<file path="config.mk">
export PLATFORM = sky130hd
export DESIGN_NAME = datapath_sequencer_flat
export DESIGN_NICKNAME = d
export VERILOG_FILES = /design/src/rtl/datapath_sequencer_pkg.sv /design/src/rtl/datapath_sequencer_if.sv /design/src/rtl/datapath_sequencer_imm_gen.sv /design/src/rtl/datapath_sequencer.sv /design/src/flat_wrapper.sv
export SDC_FILE = /design/constraint.sdc
export NUM_CORES = 1
export LEC_CHECK = 0
export ABC_AREA = 0
export CAP_MARGIN = 20
export CORE_AREA = 2 2 142 144
export CTS_CLUSTER_DIAMETER = 100
export DETAILED_ROUTE_END_ITERATION = 8
export DIE_AREA = 0 0 144 146
export PLACE_DENSITY = 0.66
export SLEW_MARGIN = 30
export SYNTH_ARGS = -nofsm -noshare
export SYNTH_HDL_FRONTEND = slang
export SYNTH_SLANG_ARGS = --single-unit
</file>
<file path="constraint.sdc">
create_clock -name clk -period 3.5 [get_ports clk]
set_input_delay 0.35 -clock clk [delete_from_list [all_inputs] [get_ports clk]]
set_output_delay 0.35 -clock clk [all_outputs]
set_load 0.1 [all_outputs]
</file>
<file path="src/rtl/datapath_sequencer_pkg.sv">
// datapath_sequencer_pkg: shared state codes, opcode/funct3 fields and ALU op encodings
package datapath_sequencer_pkg;
  typedef logic [1:0] state_t;
  localparam state_t S_IDLE  = 2'd0;
  localparam state_t S_FETCH = 2'd1;
  localparam state_t S_EXEC  = 2'd2;
  localparam state_t S_HALT  = 2'd3;
  localparam logic [6:0] OPC_OP     = 7'b0110011;
  localparam logic [6:0] OPC_OPIMM  = 7'b0010011;
  localparam logic [6:0] OPC_BRANCH = 7'b1100011;
  localparam logic [2:0] F3_ADD = 3'b000;
  localparam logic [2:0] F3_BNE = 3'b001;
  localparam logic [2:0] ALU_ADD = 3'b000;
  localparam logic [2:0] ALU_SUB = 3'b001;
endpackage

</file>
<file path="src/rtl/datapath_sequencer_if.sv">
// datapath_sequencer_if: instruction-fetch handshake plus datapath control bundle
interface datapath_sequencer_if #(
  parameter int A_WIDTH = 5,
  parameter int D_WIDTH = 32
);
  logic               imem_req;
  logic [31:0]        imem_addr;
  logic               imem_valid;
  logic [31:0]        imem_rdata;
  logic               eq;
  logic               regWrite;
  logic [2:0]         ALUctrl;
  logic [A_WIDTH-1:0] rs1, rs2, rd;
  logic               ALUsrc;
  logic [D_WIDTH-1:0] ImmOp;
  modport master (
    output imem_req, imem_addr, regWrite, ALUctrl, rs1, rs2, rd, ALUsrc, ImmOp,
    input  imem_valid, imem_rdata, eq
  );
  modport slave (
    input  imem_req, imem_addr, regWrite, ALUctrl, rs1, rs2, rd, ALUsrc, ImmOp,
    output imem_valid, imem_rdata, eq
  );
endinterface

</file>
<file path="src/rtl/datapath_sequencer_imm_gen.sv">
// datapath_sequencer_imm_gen: sign-extended I or B immediate, chosen by opcode
module datapath_sequencer_imm_gen
  import datapath_sequencer_pkg::*;
#(
  parameter int D_WIDTH = 32
) (
  input  logic [31:0]        ir,
  output logic [D_WIDTH-1:0] imm
);
  logic unused_ir;
  assign unused_ir = ^ir[19:12];
  assign imm = ir[6:0] == OPC_BRANCH
    ? {{(D_WIDTH-12){ir[31]}}, ir[7], ir[30:25], ir[11:8], 1'b0}
    : {{(D_WIDTH-12){ir[31]}}, ir[31:20]};
endmodule

</file>
<file path="src/rtl/datapath_sequencer.sv">
// datapath_sequencer: fetch/exec control FSM owning PC and IR, decoding ADD/ADDI/BNE
module datapath_sequencer
  import datapath_sequencer_pkg::*;
#(
  parameter int          A_WIDTH  = 5,
  parameter int          D_WIDTH  = 32,
  parameter logic [31:0] RESET_PC = 32'h0000_0000
) (
  input  logic                 clk,
  input  logic                 rst,
  input  logic                 run,
  datapath_sequencer_if.master bus,
  output logic [31:0]          pc,
  output logic                 halted,
  output logic                 illegal
);
  state_t state, state_n;
  logic [31:0] ir, next_pc;
  logic [D_WIDTH-1:0] imm;
  logic is_add, is_addi, is_bne, stop;
  datapath_sequencer_imm_gen #(.D_WIDTH(D_WIDTH)) u_imm (.ir(ir), .imm(imm));
  assign is_addi = ir[6:0] == OPC_OPIMM && ir[14:12] == F3_ADD;
  assign is_add  = ir[6:0] == OPC_OP && ir[14:12] == F3_ADD && ir[31:25] == 7'd0;
  assign is_bne  = ir[6:0] == OPC_BRANCH && ir[14:12] == F3_BNE;
  assign next_pc = is_bne && !bus.eq ? pc + 32'($signed(imm)) : pc + 32'd4;
  // IR==0 is not a legal encoding, so it also lands here; illegal separates the two
  assign stop = !(is_add || is_addi || is_bne) || next_pc[1:0] != 2'b00;
  always_comb
    state_n = state == S_IDLE  ? (run ? S_FETCH : S_IDLE) :
              state == S_FETCH ? (bus.imem_valid ? S_EXEC : S_FETCH) :
              state == S_EXEC  ? (stop ? S_HALT : run ? S_FETCH : S_IDLE) : S_HALT;
  always_ff @(posedge clk) begin
    if (rst) begin
      state   <= S_IDLE;
      pc      <= RESET_PC;
      ir      <= '0;
      halted  <= 1'b0;
      illegal <= 1'b0;
    end else begin
      state <= state_n;
      if (state == S_FETCH && bus.imem_valid) ir <= bus.imem_rdata;
      if (state == S_EXEC && !stop) pc <= next_pc;
      if (state == S_EXEC && stop) begin
        halted  <= 1'b1;
        illegal <= ir != 32'd0;
      end
    end
  end
  assign bus.imem_req  = state == S_FETCH;
  assign bus.imem_addr = pc;
  assign bus.regWrite  = state == S_EXEC && (is_add || is_addi) && ir[11:7] != 5'd0;
  assign bus.ALUctrl   = is_bne ? ALU_SUB : ALU_ADD;
  assign bus.ALUsrc    = is_addi;
  assign bus.ImmOp     = imm;
  assign bus.rs1       = A_WIDTH'(ir[19:15]);
  assign bus.rs2       = A_WIDTH'(ir[24:20]);
  assign bus.rd        = A_WIDTH'(ir[11:7]);
endmodule

</file>
<file path="src/flat_wrapper.sv">
// flat-port wrapper written by rule: the top's interface ports become plain ports
module datapath_sequencer_flat import datapath_sequencer_pkg::*;
#(
  parameter int          A_WIDTH  = 5,
  parameter int          D_WIDTH  = 32,
  parameter logic [31:0] RESET_PC = 32'h0000_0000
)
  (clk, rst, run, pc, halted, illegal, bus_imem_req, bus_imem_addr, bus_regWrite, bus_ALUctrl, bus_rs1, bus_rs2, bus_rd, bus_ALUsrc, bus_ImmOp, bus_imem_valid, bus_imem_rdata, bus_eq);
  datapath_sequencer_if #(.A_WIDTH(A_WIDTH), .D_WIDTH(D_WIDTH)) bus_i ();
  input  logic clk;
  input  logic rst;
  input  logic run;
  output logic [31:0] pc;
  output logic halted;
  output logic illegal;
  output wire logic [$bits(bus_i.imem_req)-1:0] bus_imem_req;
  output wire logic [$bits(bus_i.imem_addr)-1:0] bus_imem_addr;
  output wire logic [$bits(bus_i.regWrite)-1:0] bus_regWrite;
  output wire logic [$bits(bus_i.ALUctrl)-1:0] bus_ALUctrl;
  output wire logic [$bits(bus_i.rs1)-1:0] bus_rs1;
  output wire logic [$bits(bus_i.rs2)-1:0] bus_rs2;
  output wire logic [$bits(bus_i.rd)-1:0] bus_rd;
  output wire logic [$bits(bus_i.ALUsrc)-1:0] bus_ALUsrc;
  output wire logic [$bits(bus_i.ImmOp)-1:0] bus_ImmOp;
  input wire logic [$bits(bus_i.imem_valid)-1:0] bus_imem_valid;
  input wire logic [$bits(bus_i.imem_rdata)-1:0] bus_imem_rdata;
  input wire logic [$bits(bus_i.eq)-1:0] bus_eq;
  assign bus_imem_req = bus_i.imem_req;
  assign bus_imem_addr = bus_i.imem_addr;
  assign bus_regWrite = bus_i.regWrite;
  assign bus_ALUctrl = bus_i.ALUctrl;
  assign bus_rs1 = bus_i.rs1;
  assign bus_rs2 = bus_i.rs2;
  assign bus_rd = bus_i.rd;
  assign bus_ALUsrc = bus_i.ALUsrc;
  assign bus_ImmOp = bus_i.ImmOp;
  assign bus_i.imem_valid = bus_imem_valid;
  assign bus_i.imem_rdata = bus_imem_rdata;
  assign bus_i.eq = bus_eq;
  datapath_sequencer #(.A_WIDTH(A_WIDTH), .D_WIDTH(D_WIDTH), .RESET_PC(RESET_PC)) u_core (.clk(clk), .rst(rst), .run(run), .bus(bus_i), .pc(pc), .halted(halted), .illegal(illegal));
endmodule
</file>
# After elaboration in Yosys (flattened, before gate mapping)

Index checks and enable logic that the tools add are counted.

Logic and storage cells: 44
ROM bits: 0
Flip-flop bits (word level): 68
Bits of input ports: 37
Memory bits (writable): 0
Bits in latches: 0
Output and inout bits: 119
Memories: 0

$add $sub $neg: 2
Multiply operators: 0
Equality and inequality tests: 6
Bitwise logic cells: 0
Div/mod/pow operators: 0
Shift operators: 0
Mux-type cells: 9
Reductions and logical operators: 22
Order comparisons: 0

Operator list:

| cell                                          | count |
|---|---|
| adder 32 x 3 -> 32 bit, second input constant | 1 |
| adder 32 bit                                  | 1 |
| 2-to-1 mux 32 bit                             | 1 |
| nonzero test 32 bit                           | 1 |
| 2-to-1 mux 12 bit                             | 1 |
| logical AND 1 bit                             | 10 |
| 2-to-1 mux 2 bit                              | 5 |
| == test 7 x 5 -> 1 bit, second input constant | 1 |
| == test 7 x 6 -> 1 bit, second input constant | 1 |
| == test 7 bit, second input constant          | 1 |
| zero test 7 bit                               | 1 |
| nonzero test 5 bit                            | 1 |
| == test 3 x 1 -> 1 bit, second input constant | 1 |
| zero test 1 bit                               | 3 |
| zero test 3 bit                               | 1 |
| logical OR 1 bit                              | 3 |
| == test 2 x 1 -> 1 bit, second input constant | 1 |
| == test 2 bit, second input constant          | 1 |
| zero test 2 bit                               | 1 |
| 2-to-1 mux 1 bit                              | 2 |
| nonzero test 2 bit                            | 1 |

# Logic depth before layout (Yosys ltp)

Gate-level depths: netlist (run 1).

Depth after elaboration: 11
Mapped depth: 16

# Modules after synthesis

A second synthesis (run 1) with hierarchy kept.

Cells, all modules: 772
Area, all modules: 5582.9 sq um

Modules (own cells, without submodules):

| module                     | sequential area each (sq um) | cells an instance | area each (sq um) | times used |
|---|---|---|---|---|
| datapath_sequencer         | 1361.3                       | 737               | 5277.6            | 1 |
| datapath_sequencer_imm_gen | 0.0                          | 35                | 305.3             | 1 |

# Worst setup path before layout (run 1)

No wires, ideal clock.

Path kind: reg2reg
From: register u_core.ir[3]
To: register u_core.pc[24] (netlist: u_core.bus.imem_addr[24])
Data arrival time: 4.475 ns
Clock period less this slack: 4.562 ns
Buffers on the path: 1
Cell stages (with the launch flop): 15
Setup time: 0.087 ns
Setup slack: -1.062 ns
Path through: dfxtp_1 > and4bb_2 > and2_1 > clkbuf_1 > nor2b_1 > ha_1 > inv_1 > fa_1 > nor3b_1 > a21oi_1 > o32ai_2 > nand2_2 > or4_1 > a31o_1 > o31ai_1

Elaborated cells on any way between the ends: 18

RTL lines:

| item                     | line                             | RTL |
|---|---|---|
| start: declaration       | datapath_sequencer.sv:18         | `logic [31:0] ir, next_pc;` |
| start signal: assignment | datapath_sequencer.sv:41         | `if (state == S_FETCH && bus.imem_valid) ir <= bus.imem_rdata;` |
| == test 7 bit *          | datapath_sequencer_imm_gen.sv:12 | `assign imm = ir[6:0] == OPC_BRANCH` |
| 2-to-1 mux 12 bit *      | datapath_sequencer_imm_gen.sv:13 | `? {{(D_WIDTH-12){ir[31]}}, ir[7], ir[30:25], ir[11:8], 1'b0}` |
| net bus_ImmOp[0]         | flat_wrapper.sv:24               | `output wire logic [$bits(bus_i.ImmOp)-1:0] bus_ImmOp;` |
| adder 32 bit *           | datapath_sequencer.sv:25         | `assign next_pc = is_bne && !bus.eq ? pc + 32'($signed(imm)) : pc + 32'd4;` |
| 2-to-1 mux 32 bit *      | datapath_sequencer.sv:25         |  |
| nonzero test 2 bit       | datapath_sequencer.sv:27         | `assign stop = !(is_add \|\| is_addi \|\| is_bne) \|\| next_pc[1:0] != 2'b00;` |
| logical OR 1 bit         | datapath_sequencer.sv:27         |  |
| zero test 1 bit          | datapath_sequencer.sv:42         | `if (state == S_EXEC && !stop) pc <= next_pc;` |
| logical AND 1 bit        | datapath_sequencer.sv:42         |  |
| end signal: assignment   | datapath_sequencer.sv:42         |  |
| end: declaration         | datapath_sequencer.sv:13         | `output logic [31:0] pc,` |

Mark *: on every way through the listed nets, which the timed path passes. The rest lies on a longest branch.
A chain may end at the register's enable or synchronous reset.

# Worst setup path in the final report (run 1)

From: register u_core.ir[2]
To: register u_core.pc[31] (netlist: u_core.bus.imem_addr[31])

Longest elaborated chain between the ends: 9
Elaborated cells on any way between the ends: 18

RTL lines:

| item |
|---|
| branches (longest 9 deep; another with adder 32 bit) |

Several ways; the timed one is not identified.

==> flow_summary.toml, run 1 <==
[cts]
cts_hold_buf = 0
cts_tree = "yes"
cts_root_buf = "clkbuf_16"
clock_latency_ns = 0.35
htreeDepth = 3
numCtsBuffers = 9
cts_sinks = 68
path_clk_slew_ns = 0.07
cts_buffer_depth = 2

[critical_path]
critPathMaxStageDelay_ns = 0.52
regToRegSetupSlack_ns = 0.15
path_cells = "and4bb_2 > and2_4 > mux2_4 > ha_1 > o21ai_1 > or4b_4 > buf_4 > nand2_4 > a2111oi_4 > nor4_2 > nor3_1 > o31a_1 > nor3_1"
crit_slowest_cell = "or4b_4"
timing.rr.end = "u_core.bus.imem_addr[31]"
r2r-start = "u_core.ir[2]"
critPathCaptureType = "flip-flop"
worstPathRequired_ns = 3.78
endpoint = "u_core.bus.imem_addr[31]"
rr_worst_depth = 13
critical_path_class = "flip-flop to flip-flop"
worst-path-max-fanout = 6
crit_arrival_ns = 3.62
critPathLaunch = "u_core.ir[2]"
cp_common_cell = "nor3_1"
cp-start-kind = "flip-flop"

[timing]
hold_viol = 0
finClkSkew_ns = 0.0135
rsz0062_at_grt = "false"
max_slew.worst_pin.slew_ns = 1.01
period_minus_slack_ns = 3.35
finalSetupViolations = 0
finalHoldWorstSlack_ns = 0.468
report.final.slew_viol_count = 0
slew_headroom_pct = 32.2
timing.fmax_mhz = 299
fin_crit_sh_pct = 95.6

[power_and_ir_drop]
p_comb_share_pct = 20.3
p_leak_nw = 2.76
internal-power_mw = 1.49
switchingPower_uw = 760
seqPwrFrac_pct = 36.4
p_sw_share_pct = 33.8
total_power_mw = 2.25
powerDensity_nw_per_um2 = 304
p_clk_share_pct = 43.3
ir_worst_vdd_uv = 244

[grt]
grt_antenna_before_repair = 0
grt_start_max_net_pins = 48
grt_pass1_wl_um = 29400
first_global_vias = 5539
overflow = 0
track_usage_pct = 17.5

[floorplan]
fp.dieH_um = 146
initial_core_util_pct = 29.7
die_w_um = 144
dieArea_um2 = 21000
std_cell_rows = 51
io_pins = 156
core_area_um2 = 19300

[synthesis]
ys_ff_latch = 68
yosysMostFrequentCell = "nand2_1"
synth_top_area_cell = "dfxtp_1"
synth-edff-count = 0
ys.flop_type = "dfxtp_1"
synth_area_leaders = "dfxtp_1 (24%), buf_4 (9.9%), a21oi_1 (8.3%)"
ys_warn_count = 0
yosysSeqAreaShare_pct = 23.7
synthCells = 783
syn_area_um2 = 5740
synthArstFlopShare_pct = 0
synth.avg_cell_area_um2 = 7.33
synth_common_cells = "nand2_1 (107), a21oi_1 (95), buf_4 (76)"
ys_types = 71
synthDominantCellAreaShare_pct = 23.7

[cells_and_area]
syn_to_final_growth_pct = 29.3
fin_cells = 1139
antenna_cells = 0
layout-drive-gt1-share_pct = 13.2
final_net_count = 940
finalInstanceArea_um2 = 7410

[worst_hold_path]
hold_path_class = "flip-flop to flip-flop"

[routing]
post-route-drc-count = 0
dr.pass1.iters = 5
drt_iter0_drc = 362
via_count = 5911
wl_um = 18400
via_per_inst = 5.19
drtAntennaViolNets = 0
wl_per_cell_um = 16.1

[place]
place_area_um2 = 7080
dp_hpwl_um = 13900
dpl.cell_count = 1122
port_buffers = 153
gp_congestion = 0.881

[job]
maxCapViolations = 0

[status]
status = "finished clean"
==> power by group through the flow <==
stage | Clock, mW | Combinational (mW) | Sequential [mW]
floorplan | 0 | 0.356 | 0.842
global placement | 0 | 0.456 | 0.837
detailed placement | 0 | 0.457 | 0.837
CTS | 0.992 | 0.459 | 0.820
global route | 1.01 | 0.482 | 0.823
finish | 0.975 | 0.456 | 0.820
==> cells by family after synthesis <==
logic type	Yosys count	share of synthesized area, %
AO/OA/AOI/OAI	234	25.3
multiplexers	7	1.33
other	1	0.0654
AND/OR/NAND/NOR	294	24.8
buffers and inverters	126	14.3
adder cells (fa/ha/maj)	34	7.55
XOR/XNOR	19	2.90
flip-flops	68	23.7
==> worst min path at each step <==
stage / startpoint / endpoint / slack [ns] / depth (start not counted)
global route: u_core.ir[0] / u_core.ir[0] / 0.49 / 2
global placement: u_core.halted / u_core.halted / 0.45 / 2
CTS: rst / u_core.bus.imem_addr[2] / 0.46 / 2
finish: u_core.ir[0] / u_core.ir[0] / 0.47 / 2
detailed placement: u_core.ir[0] / u_core.ir[0] / 0.46 / 2
floorplan: u_core.ir[3] / u_core.ir[3] / 0.44 / 2
==> flip-flops by register name, summed over array words and instances, names as in the netlist <==
name	cells
u_core.bus.imem_addr	32
u_core.halted	1
u_core.illegal	1
u_core.ir	32
u_core.state	2
==> cell usage in the layout, fill, tap and decap left out, types with 6 or more instances in the layout <==
cell             count
a211oi_1            15
a21o_1              15
a21oi_1             94
a31oi_1             11
buf_4               60
clkbuf_16            9
clkdlybuf4s50_1    122
dfxtp_1             67
ha_1                30
inv_1               16
nand2_1            107
nand3_1             26
nand4_1             12
nor2_1              57
nor2b_1              7
nor3_1              22
nor4_1              13
o21a_1               7
o21ai_0             41
o21bai_1             7
or4_1                6
xnor2_1             11
xor2_1               8
==> metrics by stage <==
stage	TNS (ns)	setup slack [ns]	util, %
finish	0	0.154	38.3
global route	0	0.0164	38.3
CTS	0	0.0826	38.2
detailed placement	-0.0553	-0.0553	36.6
global placement	0	0.0820	36.6
floorplan	-0.135	-0.0775	-
==> worst max-delay path, delay by kind of cell (launching register included) <==
kind                     cells  cell delay [ns]
AO/OA/AOI/OAI                3             0.43
adder cells (fa/ha/maj)      1             0.33
buffers and inverters        1             0.16
multiplexers                 1             0.32
flip-flops                   1             0.33
AND/OR/NAND/NOR              7             1.70
==> routing by layer <==
layer	global-route usage, %	wire (um)
met5	0	0
met2	27.6	8260
met3	4.15	1300
met4	4.66	325
met1	23.7	8490
==> layout make-up <==
class,instances,area (um2)
clock inverter,7,82.6
sequential,68,1360
tap,265,332
inverter,16,60.1
clock buffer,9,225
multi-input combinational,590,3650
timing repair buffer,184,1700
fill,1998,11900
==> timing repair <==
action | in CTS | in global routing
resized for setup | 2 | 7
pin swaps | 0 | 3
setup endpoints to repair | 2 | 16
setup buffers | 0 | 1
Power figures use the tool's default switching activity.
==> inputs of run 2 (changes only) <==
--- a/config.mk
+++ b/config.mk
@@ -6,7 +6,7 @@
 export NUM_CORES = 1
 export LEC_CHECK = 0
 export ABC_AREA = 0
-export CAP_MARGIN = 20
+export CAP_MARGIN = 10
 export CORE_AREA = 2 2 142 144
 export CTS_CLUSTER_DIAMETER = 100
 export DETAILED_ROUTE_END_ITERATION = 8
==> results of run 2 <==
No change in the layout: final DEF, timing and power equal those of run 1.
==> RTL change 1 (flow settings as in run 2) <==
Register the input `run` before use, without a reset. The logic sees it one clock later. The other inputs are not delayed to match.
--- a/src/rtl/datapath_sequencer.sv
+++ b/src/rtl/datapath_sequencer.sv
@@ -14,6 +14,13 @@
   output logic                 halted,
   output logic                 illegal
 );
+
+  logic run_q;
+
+  always_ff @(posedge clk) begin
+    run_q <= run;
+  end
+
   state_t state, state_n;
   logic [31:0] ir, next_pc;
   logic [D_WIDTH-1:0] imm;
@@ -26,9 +33,9 @@
   // IR==0 is not a legal encoding, so it also lands here; illegal separates the two
   assign stop = !(is_add || is_addi || is_bne) || next_pc[1:0] != 2'b00;
   always_comb
-    state_n = state == S_IDLE  ? (run ? S_FETCH : S_IDLE) :
+    state_n = state == S_IDLE  ? (run_q ? S_FETCH : S_IDLE) :
               state == S_FETCH ? (bus.imem_valid ? S_EXEC : S_FETCH) :
-              state == S_EXEC  ? (stop ? S_HALT : run ? S_FETCH : S_IDLE) : S_HALT;
+              state == S_EXEC  ? (stop ? S_HALT : run_q ? S_FETCH : S_IDLE) : S_HALT;
   always_ff @(posedge clk) begin
     if (rst) begin
       state   <= S_IDLE;
Check against the original RTL: not equivalent (Yosys sat finds a counterexample within 4 cycles, from zero or initial values and one cycle with rst high).
==> RTL change 1 against run 2 <==
  * Final area rose by 1.1%
  * Clock skew down 0.0070 ns
  * Sequential power grew 1%
  * Synthesized area grew 0.35%
  * Total power increased by 3.3%
  * Wire length decreased by 0.58%
  * Sequential cell count rose by 1
  * Setup slack improved by 0.034 ns
  * Largest cell class unchanged
  * Largest power group unchanged
  * Highest routed layer unchanged
==> RTL change 1: results <==
metrics = {
    "status": {
        "status": "finished, final reports clean",
    },
    "yosys": {
        "synth_common_cells": "nand2_1 (107), a21oi_1 (95), buf_4 (76)",
        "ys_warn_count": 0,
        "yosysUniqueCellTypes": 71,
        "yosysSeqAreaShare_pct": 24.00,
        "synth_area_leaders": "dfxtp_1 (24%), buf_4 (9.9%), a21oi_1 (8.3%), ha_1 (7.2%), nand2_1 (7.0%)",
        "async_reset_ff_share_pct": 0,
        "ys.flop_type": "dfxtp_1",
        "post_synth.cell_area_avg_um2": 7.341,
    },
    "finish": {
        "n_antenna_cell": 0,
        "num-nets-final": 940,
        "layout-drive-gt1-share_pct": 13.73,
        "final_cells": 1139,
    },
    "clocking": {
        "clk_pin_slew_ns": 0.06,
        "htree_levels": 3,
        "clockRootBuffer": "clkbuf_16",
        "cts.path.max_buffers": 2,
        "cts_buffers": 9,
        "clock_latency_ns": 0.35,
    },
    "detailed_routing": {
        "drt_iter0_markers": 394,
        "first_pass_iters": 5,
        "via_per_inst": 5.230,
        "wire_per_inst_um": 16.04,
    },
    "setup_path": {
        "path_max_fanout": 6,
        "r2r_slack_ns": 0.19,
        "slowest_delay_ns": 0.33,
        "setup.worst_path.start": "u_core.ir[2]",
        "cp_data_arrival_time_ns": 3.57,
        "r2r_cells": 12,
        "path_class": "flop to flop",
        "r2r_end": "u_core.bus.imem_addr[18]",
        "critPathSlowestCell": "ha_1",
    },
    "global_route": {
        "antenna_found_initial": 0,
        "first_global_vias": 5509,
        "grt_max_degree": 43,
        "grt_pass1_wl_um": 28730,
        "grtUsageTotal_pct": 17.02,
    },
    "sta": {
        "fin_worst_skew_ns": 0.006484,
        "tightest_slew_ns": 0.9989,
    },
    "placed_design": {
        "gp_congestion": 0.9162,
        "dp_hpwl_um": 13710,
        "portBuffers": 153,
    },
    "pwr": {
        "vdd_drop_max_mv": 0.3208,
        "p_leak_nw": 2.788,
    },
    "worst_hold_path": {
        "worstHoldPathType": "flop to flop",
    },
}
RTL change 1: cell types whose count changed after synthesis, sizes merged:
cell / delta
dfxtp: +1
RTL change 1: cell type report:
type                            count  area [µm²]
Clock buffer                        9       225.2
Clock inverter                      7       103.9
Fill cell                        2037       11840
Inverter                           16       60.06
Multi-Input combinational cell    590        3689
Sequential cell                    69        1383
Tap cell                          265       331.6
Timing Repair Buffer              183        1702
RTL change 1: worst min path at each step:
stage,startpoint,end,slack [ns],cells past startpoint
2_1_floorplan,run,u_core.run_q,0.38,0
3_3_place_gp,u_core.halted,u_core.halted,0.46,2
3_5_place_dp,u_core.halted,u_core.halted,0.46,2
4_1_cts,run,u_core.run_q,0.47,1
5_1_grt,run,u_core.run_q,0.46,1
6_report,u_core.halted,u_core.halted,0.46,2
RTL change 1: timing repair:
action / CTS / global route
pin swaps: 0 / 6
buffers inserted: 0 / 1
endpoints found under the setup margin: 3 / 23
gates resized for setup: 2 / 14
RTL change 1: cells by family (layout without fill, tap and decap cells):
kind of cell | after synthesis | count (layout) | synth area share [%]
other cells | 1 | 2 | 0.06515
mux | 7 | 7 | 1.326
compound gates | 234 | 234 | 25.26
fa+ha+maj | 34 | 34 | 7.522
xor+xnor | 19 | 19 | 2.891
flops | 69 | 69 | 24.00
simple gates | 294 | 294 | 24.67
buf+inv | 126 | 215 | 14.26
RTL change 1: power breakdown:
| part | switching (W) | internal [W] |
|---|---|---|
| logic | 0.000329 | 0.000132 |
| registers | 0.0000243 | 0.000807 |
| clock network | 0.000400 | 0.000634 |
RTL change 1: worst max-delay path: cells and delay by family (launching register included):
family	cells	cell delay, ns
xor+xnor	1	0.13
fa+ha+maj	1	0.33
simple gates	4	0.92
compound gates	5	1.20
mux	1	0.32
flops	1	0.32
RTL change 1: layer usage:
layer | up-vias | GRT usage [%] | wire (µm)
met4 | 0 | 4.020 | 229
li1 | 2936 | - | -
met2 | 225 | 27.55 | 8398
met1 | 2776 | 22.43 | 8388
met5 | - | 0 | 0
met3 | 20 | 4.640 | 1253
RTL change 1: metrics by stage:
step	cell area, µm²	worst slack, ns	hold WS (ns)	util, %
floorplan	5842	-0.07749	0.3777	-
global placement	7103	0.05220	0.4553	36.74
detailed placement	7103	-0.07338	0.4593	36.74
CTS	7440	0.01927	0.4690	38.48
global route	7493	0.002614	0.4641	38.76
finish	7493	0.1878	0.4650	38.76
==> RTL change 2 (flow settings as in run 2) <==
Without the edit above. `A_WIDTH` is set to 5 in 3 places; all go to 4.
--- a/src/rtl/datapath_sequencer_if.sv
+++ b/src/rtl/datapath_sequencer_if.sv
@@ -1,6 +1,6 @@
 // datapath_sequencer_if: instruction-fetch handshake plus datapath control bundle
 interface datapath_sequencer_if #(
-  parameter int A_WIDTH = 5,
+  parameter int A_WIDTH = 4,
   parameter int D_WIDTH = 32
 );
   logic               imem_req;
--- a/src/rtl/datapath_sequencer.sv
+++ b/src/rtl/datapath_sequencer.sv
@@ -2,7 +2,7 @@
 module datapath_sequencer
   import datapath_sequencer_pkg::*;
 #(
-  parameter int          A_WIDTH  = 5,
+  parameter int          A_WIDTH  = 4,
   parameter int          D_WIDTH  = 32,
   parameter logic [31:0] RESET_PC = 32'h0000_0000
 ) (
--- a/src/flat_wrapper.sv
+++ b/src/flat_wrapper.sv
@@ -1,7 +1,7 @@
 // flat-port wrapper written by rule: the top's interface ports become plain ports
 module datapath_sequencer_flat import datapath_sequencer_pkg::*;
 #(
-  parameter int          A_WIDTH  = 5,
+  parameter int          A_WIDTH  = 4,
   parameter int          D_WIDTH  = 32,
   parameter logic [31:0] RESET_PC = 32'h0000_0000
 )
Interface: changed (resized bus_rd, bus_rs1 and bus_rs2); port bits go from 156 to 153. The function was not compared with the original's and may differ.
==> RTL change 2 against run 2 <==
  * Cell count barely moved
  * Synthesized area fell by 0.39%
  * Largest power group unchanged
  * Total power fell by 1.1%
  * Sequential cell count did not move
  * Highest routed layer unchanged
  * Sequential power barely moved
  * Wire length fell by 1.9%
  * Synthesized cell count fell by 0.38%
  * Die area did not move
  * Setup slack improved by 0.011 ns
  * Global-route usage fell by 0.30 points
  * Clock power fell by 0.9%
  * Largest cell class unchanged
  * Core utilization fell by 0.10 points
  * Final area fell by 0.27%
==> RTL change 2: results <==
metrics = {
    "setup_path": {
        "cp_top_family": "compound AO/OA/AOI/OAI gates",
        "timing.rr.start": "u_core.ir[2]",
        "critPathSlowestCell": "fa_1",
        "path_max_fanout": 6,
        "r2r_cells": 15,
        "cp_data_arrival_time_ns": 3.58,
        "r2r_end": "u_core.bus.imem_addr[30]",
        "slowest_delay_ns": 0.39,
    },
    "status": {
        "status": "finished, final reports clean",
    },
    "global_route": {
        "first_global_vias": 5421,
        "grtUsageTotal_pct": 17.16,
        "grt_util_met2_pct": 26.17,
        "grt_pass1_wl_um": 28860,
        "globalRouteMet1Util_pct": 24.00,
        "met3_usage_pct": 4.541,
        "grt_max_degree": 47,
    },
    "yosys": {
        "ys_warn_count": 0,
        "yosysUniqueCellTypes": 71,
        "synth_area_leaders": "dfxtp_1 (24%), buf_4 (9.6%), a21oi_1 (8.3%), ha_1 (7.2%), nand2_1 (7.0%)",
        "ys.flop_type": "dfxtp_1",
        "yosysSeqAreaShare_pct": 23.83,
        "synth_common_cells": "nand2_1 (107), a21oi_1 (95), buf_4 (73)",
        "async_reset_ff_share_pct": 0,
    },
    "flow_run": {
        "max_cap_violations": 0,
    },
    "clocking": {
        "cts.path.max_buffers": 2,
        "cts_buffers": 9,
        "postCtsSetupBuffers": 0,
        "cts-resized-gates": 2,
        "htree_levels": 3,
        "clock_latency_ns": 0.35,
    },
    "placed_design": {
        "gp_congestion": 0.8914,
        "dp_slack_ns": -0.0007259,
        "dp_hpwl_um": 13680,
        "portBuffers": 150,
    },
    "pwr": {
        "combPwrFrac_pct": 19.9,
        "seq_power_share_pct": 36.7,
        "p_leak_nw": 2.759,
        "vdd_drop_max_mv": 0.2356,
        "swShare_pct": 33.22,
    },
    "worst_hold_path": {
        "holdPathStages": 2,
        "min_from": "u_core.ir[19]",
        "worstHoldEndpoint": "u_core.ir[19]",
    },
    "finish": {
        "layout-drive-gt1-share_pct": 13.63,
        "num-nets-final": 939,
        "n_antenna_cell": 0,
    },
    "detailed_routing": {
        "wl_met3_um": 1158,
        "first_pass_iters": 7,
        "wl_met1_um": 8618,
        "vias": 5885,
        "wire_per_inst_um": 15.83,
        "wl_met2_um": 7969,
        "drt_iter0_markers": 314,
    },
    "sta": {
        "fin_crit_ns": 3.335,
        "tightest_slew_ns": 0.9920,
        "fin_worst_skew_ns": 0.008783,
        "fin_worst_hold_slack_ns": 0.4640,
    },
}
-- RTL change 2: cell type report --
class	instances	area [µm²]
fill	2039	11940
multi-input combinational	590	3664
timing repair buffer	183	1669
sequential	68	1363
tap	265	331.6
clock buffer	9	225.2
clock inverter	7	81.33
inverter	16	60.06
-- RTL change 2: worst max path at each step --
| stage | start | end | depth (start not counted) |
|---|---|---|---|
| floorplan | u_core.ir[2] | u_core.bus.imem_addr[24] | 15 |
| global placement | u_core.ir[2] | u_core.bus.imem_addr[29] | 12 |
| detailed placement | u_core.ir[3] | u_core.bus.imem_addr[30] | 15 |
| CTS | u_core.ir[2] | u_core.bus.imem_addr[24] | 15 |
| global route | u_core.ir[2] | u_core.bus.imem_addr[29] | 12 |
| finish | u_core.ir[2] | u_core.bus.imem_addr[30] | 15 |
-- RTL change 2: per-stage QoR --
stage / area, µm² / power, W / std cells
after floorplan: 5799 / 0.001184 / 781
after global routing: 7393 / 0.002307 / 1138
final: 7393 / 0.002226 / 1138
after CTS: 7357 / 0.002252 / 1136
after global placement: 7043 / 0.001277 / 1120
after detailed placement: 7043 / 0.001278 / 1120
-- RTL change 2: cells by family (layout without fill, tap and decap cells) --
group | count (synthesis) | count (layout) | share of synthesized area, %
AOI/OAI and AO/OA | 234 | 234 | 25.45
xor gates and xnor gates | 19 | 19 | 2.913
adders and majority gates | 34 | 34 | 7.578
and+or+nand+nor | 294 | 294 | 24.86
other | 1 | 2 | 0.06564
DFF | 68 | 68 | 23.83
muxes | 7 | 7 | 1.336
buffers and inverters | 123 | 215 | 13.97
-- RTL change 2: worst min-delay path, stage by stage (launching register included) --
cell,delay (ns)
dfxtp_1,0.31
nand2_1,0.05
a21oi_1,0.05
